===== src/rtl/gate_pkg.sv =====
// Shared definitions for the logic-cell library (and_gate, or_gate, xor_gate).
//   GATE_WIDTH_DEF : default operand/result width
//   GATE_CNT_W_DEF : default width of the activity counter
//   sat_inc()      : saturating increment on a 64-bit carrier; callers
//                    zero-extend their counter and cast the result back.
package gate_pkg;

  localparam int GATE_WIDTH_DEF = 1;
  localparam int GATE_CNT_W_DEF = 16;

  // Returns val+1, or val unchanged once it has reached max_val.
  function automatic logic [63:0] sat_inc(input logic [63:0] val,
                                          input logic [63:0] max_val);
    return (val >= max_val) ? val : val + 64'd1;
  endfunction

endpackage


===== src/rtl/gate_activity_mon.sv =====
// Activity monitor shared by the gate cells: counts the clock edges on which
// a sampled lane rises 0->1, saturating at all-ones.
//   clk      : system clock, rising edge
//   rst      : synchronous, active-high reset
//   lane0    : lane being watched (sampled at each rising edge)
//   rise_cnt : saturating count of sampled rises
//   cnt_sat  : high while rise_cnt is all-ones
module gate_activity_mon
  import gate_pkg::*;
#(
  parameter int CNT_W = GATE_CNT_W_DEF
) (
  input  logic             clk,
  input  logic             rst,
  input  logic             lane0,
  output logic [CNT_W-1:0] rise_cnt,
  output logic             cnt_sat
);

  localparam logic [63:0] CNT_MAX = 64'({CNT_W{1'b1}});

  logic prev0;
  logic rise;

  // prev0 resets to 0, so a 1 on the first edge after reset counts as a rise.
  assign rise = lane0 & ~prev0;

  always_ff @(posedge clk) begin
    if (rst) begin
      prev0    <= 1'b0;
      rise_cnt <= '0;
    end else begin
      prev0 <= lane0;
      if (rise) begin
        rise_cnt <= CNT_W'(sat_inc(64'(rise_cnt), CNT_MAX));
      end
    end
  end

  assign cnt_sat = &rise_cnt;

endmodule


===== src/rtl/and_gate.sv =====
// Bitwise two-input AND cell with a registered copy of the result and a
// lane-0 rising-edge activity counter for debug observability.
//   x, y     : operands (WIDTH bits)
//   z        : combinational x & y, independent of clk/rst
//   clk      : system clock, rising edge
//   rst      : synchronous, active-high reset
//   z_q      : result registered one cycle after z
//   rise_cnt : saturating count of lane-0 result rises
//   cnt_sat  : high while rise_cnt is all-ones
// x, y, z come first so the cell instantiates positionally as a plain gate.
module and_gate
  import gate_pkg::*;
#(
  parameter int WIDTH = GATE_WIDTH_DEF,
  parameter int CNT_W = GATE_CNT_W_DEF
) (
  input  logic [WIDTH-1:0] x,
  input  logic [WIDTH-1:0] y,
  output logic [WIDTH-1:0] z,
  input  logic             clk,
  input  logic             rst,
  output logic [WIDTH-1:0] z_q,
  output logic [CNT_W-1:0] rise_cnt,
  output logic             cnt_sat
);

  assign z = x & y;

  always_ff @(posedge clk) begin
    if (rst) begin
      z_q <= '0;
    end else begin
      z_q <= z;
    end
  end

  gate_activity_mon #(
    .CNT_W (CNT_W)
  ) u_mon (
    .clk      (clk),
    .rst      (rst),
    .lane0    (z[0]),
    .rise_cnt (rise_cnt),
    .cnt_sat  (cnt_sat)
  );

endmodule


===== config.mk =====
export PLATFORM = sky130hd
export DESIGN_NAME = and_gate
export DESIGN_NICKNAME = d
export VERILOG_FILES = /design/src/rtl/gate_pkg.sv /design/src/rtl/gate_activity_mon.sv /design/src/rtl/and_gate.sv
export SDC_FILE = /design/constraint.sdc
export NUM_CORES = 1
export LEC_CHECK = 0
export CORE_UTILIZATION = 50
export DETAILED_ROUTE_END_ITERATION = 10
export GPL_ROUTABILITY_DRIVEN = 1
export MAX_ROUTING_LAYER = met4
export PLACE_DENSITY_LB_ADDON = 0.25
export SYNTH_ARGS = -nofsm -noshare
export SYNTH_HDL_FRONTEND = slang
export SYNTH_SLANG_ARGS = --single-unit

===== constraint.sdc =====
create_clock -name clk -period 3.9 [get_ports clk]
set_input_delay 1.17 -clock clk [delete_from_list [all_inputs] [get_ports clk]]
set_output_delay 1.17 -clock clk [all_outputs]
set_load 0.02 [all_outputs]

Yosys cells after proc, flatten, opt, wreduce, memory -nomap -nowiden
Cells that the tools add are included.
{ "word_totals": {"elab_cells": 10, "latchBits": 0, "ff_bits": 17, "out_inout_bits": 19, "memories": 0, "mem_bits_rw": 0, "rom_bits": 0} }
{ "classes": {"n_shift": 0, "add_sub_neg": 1, "bitwise_logic": 4, "n_eq_ne": 0, "reduce_logical": 2, "order_cmp": 1, "muxes": 0, "n_div": 0, "mul": 0} }
{ "ops": {"columns": ["cell", "n"], "rows": [
  ["$add A16 B1 Y16 const B", 1],
  ["$ge A16 B16 Y1 const B", 1],
  ["$reduce_and A16 Y1", 1],
  ["$and A1 B1 Y1", 2],
  ["$not A1 Y1", 2],
  ["$reduce_and A2 Y1", 1]
]} }

Longest topological paths before layout
{ "logic_depth": {"depth_word": 3, "mapped_depth": 7, "depth_no_buf": 5} }

Hierarchy
From an unflattened synthesis, not the netlist that was laid out.
{ "hier_totals": {"cells_unflattened": 118, "area_unflattened_um2": 965.9} }
{ "modules_own_cells": {"columns": ["module", "area_per_inst_um2", "seq_area_each_um2", "cells_per_inst", "instances"], "rows": [
  ["gate_activity_mon", 930.9, 340.3, 115, 1],
  ["and_gate", 35.0, 20.0, 3, 1]
]} }

Worst setup path after synthesis
OpenSTA, ideal clock, no wires.
{ "synth_path": {"path_type": "reg-to-output", "startpoint": "register u_mon.rise_cnt[7]", "endpoint": "output cnt_sat", "arrival_ns": 1.447, "path_stages_with_launch": 5, "required_ns": 2.730, "setup_slack_ns": 1.283, "path_buffers": 2, "cell_sequence": "dfxtp_1 > nand4_1 > nor4_2 > buf_2 > buf_6"} }
{ "synth_between": {"elab_chain_len": 1} }
{ "synth_rtl": {"columns": ["element", "line", "source"], "rows": [
  ["start, declared", "gate_activity_mon.sv:16", "output logic [CNT_W-1:0] rise_cnt,"],
  ["start signal, assigned", "gate_activity_mon.sv:35", "rise_cnt <= CNT_W'(sat_inc(64'(rise_cnt), CNT_MAX));"],
  ["$reduce_and A16 Y1", "gate_activity_mon.sv:40", "assign cnt_sat = &rise_cnt;"],
  ["end, declared", "and_gate.sv:24", "output logic cnt_sat"]
]} }
No other way between the ends.

Worst setup path in the final report
{ "layout_path": {"startpoint": "input y", "endpoint": "output z"} }
{ "layout_between": {"elab_chain_len": 1} }
{ "layout_rtl": {"columns": ["element", "line", "source"], "rows": [
  ["start, declared", "and_gate.sv:18", "input logic [WIDTH-1:0] y,"],
  ["$and A1 B1 Y1", "and_gate.sv:27", "assign z = x & y;"],
  ["end, declared", "and_gate.sv:19", "output logic [WIDTH-1:0] z,"]
]} }
No other way between the ends.

==> results.md <==
- Synth warn: 0
- Leakage power: approximately 0.33 nW
- Setup TNS: 0 ps
- Peak VDD IR: 0.000171 V
- Total power: around 0.00029 W
- Detailed-route DRC error count: 0
- Total Routing Usage GR: 0.215
- Die ar.: approximately 0.0019 mm2
- Slew margin rel.: 0.566
- CTS tree: built
- Tcrit/Tclk final: 0.906
- Worst hold path type: reg -> reg
- Most common cell after layout, fill and taps aside: clkdlybuf4s50_1
- DR iter-0 viols: 16
- Vias in the first global route: 733
- Crit. End Element: output port
- Initial antenna violation count: 0
- Fillers: ~120
- Outcome: complete, no violations
- Final Max Slew Viols: 0
- Hold_sp: u_mon.rise_cnt[15]
- Worst path arrival time: between 2000 and 2500 ps
- Top Ports: 23
- ANT cells: 0
- RePlAce Congestion: ~0.79
- ANT nets after route: 0
- Synthesized area per cell: between 8 and 9 um2
- Switch share: 0.226
- Sequential area share after synthesis: 0.386
- Layout area overhead: 26.1%
- Largest net degree at the start of global routing: 20
- First-pass GRT wire length: 3.10 mm
- CTS max path bufs: 2
- Yosys reg bits: 17
- # port buffers: 22
- Num rows: 14
- Share of layout cells above drive strength 1: 0.107
- Initial Util: 0.560
- Via density: 6.31
- Measured slew at the worst slew-check pin: roughly 650 ps
- DRT Pass-1 Iters: 6
- P per Cell Area: 259 mW/mm2
- Gate Count Post-Synth: between 100 and 150
- Final #Nets: 128
- Worst skew pair latency: 280 ps
- Synth Flop Type: dfxtp_1
- Worst Slack Setup Final: around 370 ps
- Clock sinks: 17
- Core footprint: 0.00158 mm2
- Clk_skew: 1.14 ps
- Die height: roughly 44 um
- Commonest cells after routing, fill and taps aside: clkdlybuf4s50_1, dfxtp_1, a21oi_1, nand4_1, o31ai_1
- Distinct cell type count after synthesis: 32
- Setup violators final: 0
- Top achievable clock speed: 283 MHz
- Ys async rst share: 0
- Worst Path Max Fanout: 2
- H-tree depth: 1
- Data required, critical path: roughly 2700 ps
- Wire per inst: 13.6 um
- Clock root buffer: clkbuf_4
- Net Switching: approximately 0.000065 W
- Pre-CTS setup slack: about 370 ps
- Combinational Power Share: 0.062
- Fin. Hold Viols: 0
- Grt ovf: 0
- PostCTS Resize Cnt: 0
- Post-CTS Setup Bufs: 0
- Synth Net Count: between 100 and 150
- CP startpoint: y
- Die Width: approximately 44 um
- Clk pwr share: 0.325
- Max-cap violations: 0
- CTS Buf Count: 3
- Startpoint Class: input pin
- Critical path class: in -> out
- Part of the power in registers: 0.613
- Vias post-DR: about 870
- Internal: approximately 0.00022 W
- Tmin final: around 3500 ps
- Number of synthesized flops with an enable pin: 0
- CTS Hold Bufs: 0
- CTS clk-pin slew, worst paths: 100 ps
- Routed wire length: approximately 1.9 mm
- Post-synthesis cell area: a little under 900 um2
- R2R Path Start: u_mon.prev0
- Unrepaired setup endpoints after global routing: false
- DP HPWL: ~1.3 mm
==> power groups by stage <==
stage	Combinational (W)	Clock (W)	Sequential, W
6_report	0.0000177	0.0000936	0.000176
3_5_place_dp	0.0000177	0	0.000180
5_1_grt	0.0000198	0.000105	0.000177
3_3_place_gp	0.0000174	0	0.000180
4_1_cts	0.0000179	0.0000962	0.000176
2_1_floorplan	0.00000885	0	0.000182
==> layout make-up <==
| cell class | count | area (um2) | area share |
|---|---|---|---|
| Clock buffer | 4 | 26.3 | 0.0236 |
| Multi-Input combinational cell | 76 | 490 | 0.441 |
| Tap cell | 16 | 20.0 | 0.0180 |
| Sequential cell | 17 | 340 | 0.306 |
| Timing Repair Buffer | 23 | 228 | 0.205 |
| Inverter | 2 | 7.51 | 0.00675 |
==> synthesized netlist by cell type (2+ instances only) <==
| library cell | number | share of area |
|---|---|---|
| a21oi_1 | 12 | 0.068 |
| buf_2 | 2 | 0.011 |
| buf_4 | 2 | 0.017 |
| clkbuf_1 | 2 | 0.0085 |
| dfxtp_1 | 17 | 0.39 |
| inv_1 | 2 | 0.0085 |
| mux2_2 | 2 | 0.026 |
| nand2_1 | 5 | 0.021 |
| nand3_1 | 3 | 0.017 |
| nand4_1 | 8 | 0.057 |
| nor2_1 | 4 | 0.017 |
| nor2b_1 | 2 | 0.014 |
| nor3_1 | 2 | 0.011 |
| nor4_1 | 2 | 0.014 |
| o21ai_0 | 4 | 0.023 |
| o31ai_1 | 8 | 0.068 |
| or3_1 | 3 | 0.021 |
| or3_2 | 2 | 0.017 |
| or4_1 | 7 | 0.060 |
==> metrics by stage <==
step / utilization / area [um2] / cells / hold WS, ps
2_1_floorplan: - / 882 / 102 / 563
3_3_place_gp: 0.689 / 1090 / 134 / 476
3_5_place_dp: 0.689 / 1090 / 134 / 493
4_1_cts: 0.706 / 1110 / 138 / 508
5_1_grt: 0.706 / 1110 / 138 / 545
6_report: 0.706 / 1110 / 138 / 505
==> flip-flops by register name (all words and copies together), names as in the netlist <==
signal	count
u_mon.prev0	1
u_mon.rise_cnt	16
==> worst paths after layout <==
check / cells after the start / to / slack, ps
worst max-delay path: 4 / z / 370
worst min-delay path: 2 / u_mon.rise_cnt[15] / 510
worst max register to register: 4 / u_mon.rise_cnt[15] / 1940
worst min register to register: 2 / u_mon.rise_cnt[15] / 510
==> worst max-delay path: stages <==
cell and delay, ps:
clkdlybuf4s50_1 480, nand2_1 70, inv_1 50, clkdlybuf4s50_1 600
==> layer usage <==
metal,global-route usage,up-vias,share of wire
li1,-,438,-
met1,0.269,408,0.47
met2,0.365,23,0.49
met3,0.0250,2,0.035
met4,0.0545,0,0.0064
met5,-,-,0
==> kinds of logic after synthesis <==
logic type	Yosys count	share of synthesized area
flops	17	0.386
mux	3	0.0369
compound gates	26	0.180
fa+ha+maj	1	0.0142
simple gates	46	0.325
buf+inv	9	0.0582
(Power assumes the default switching activity.)
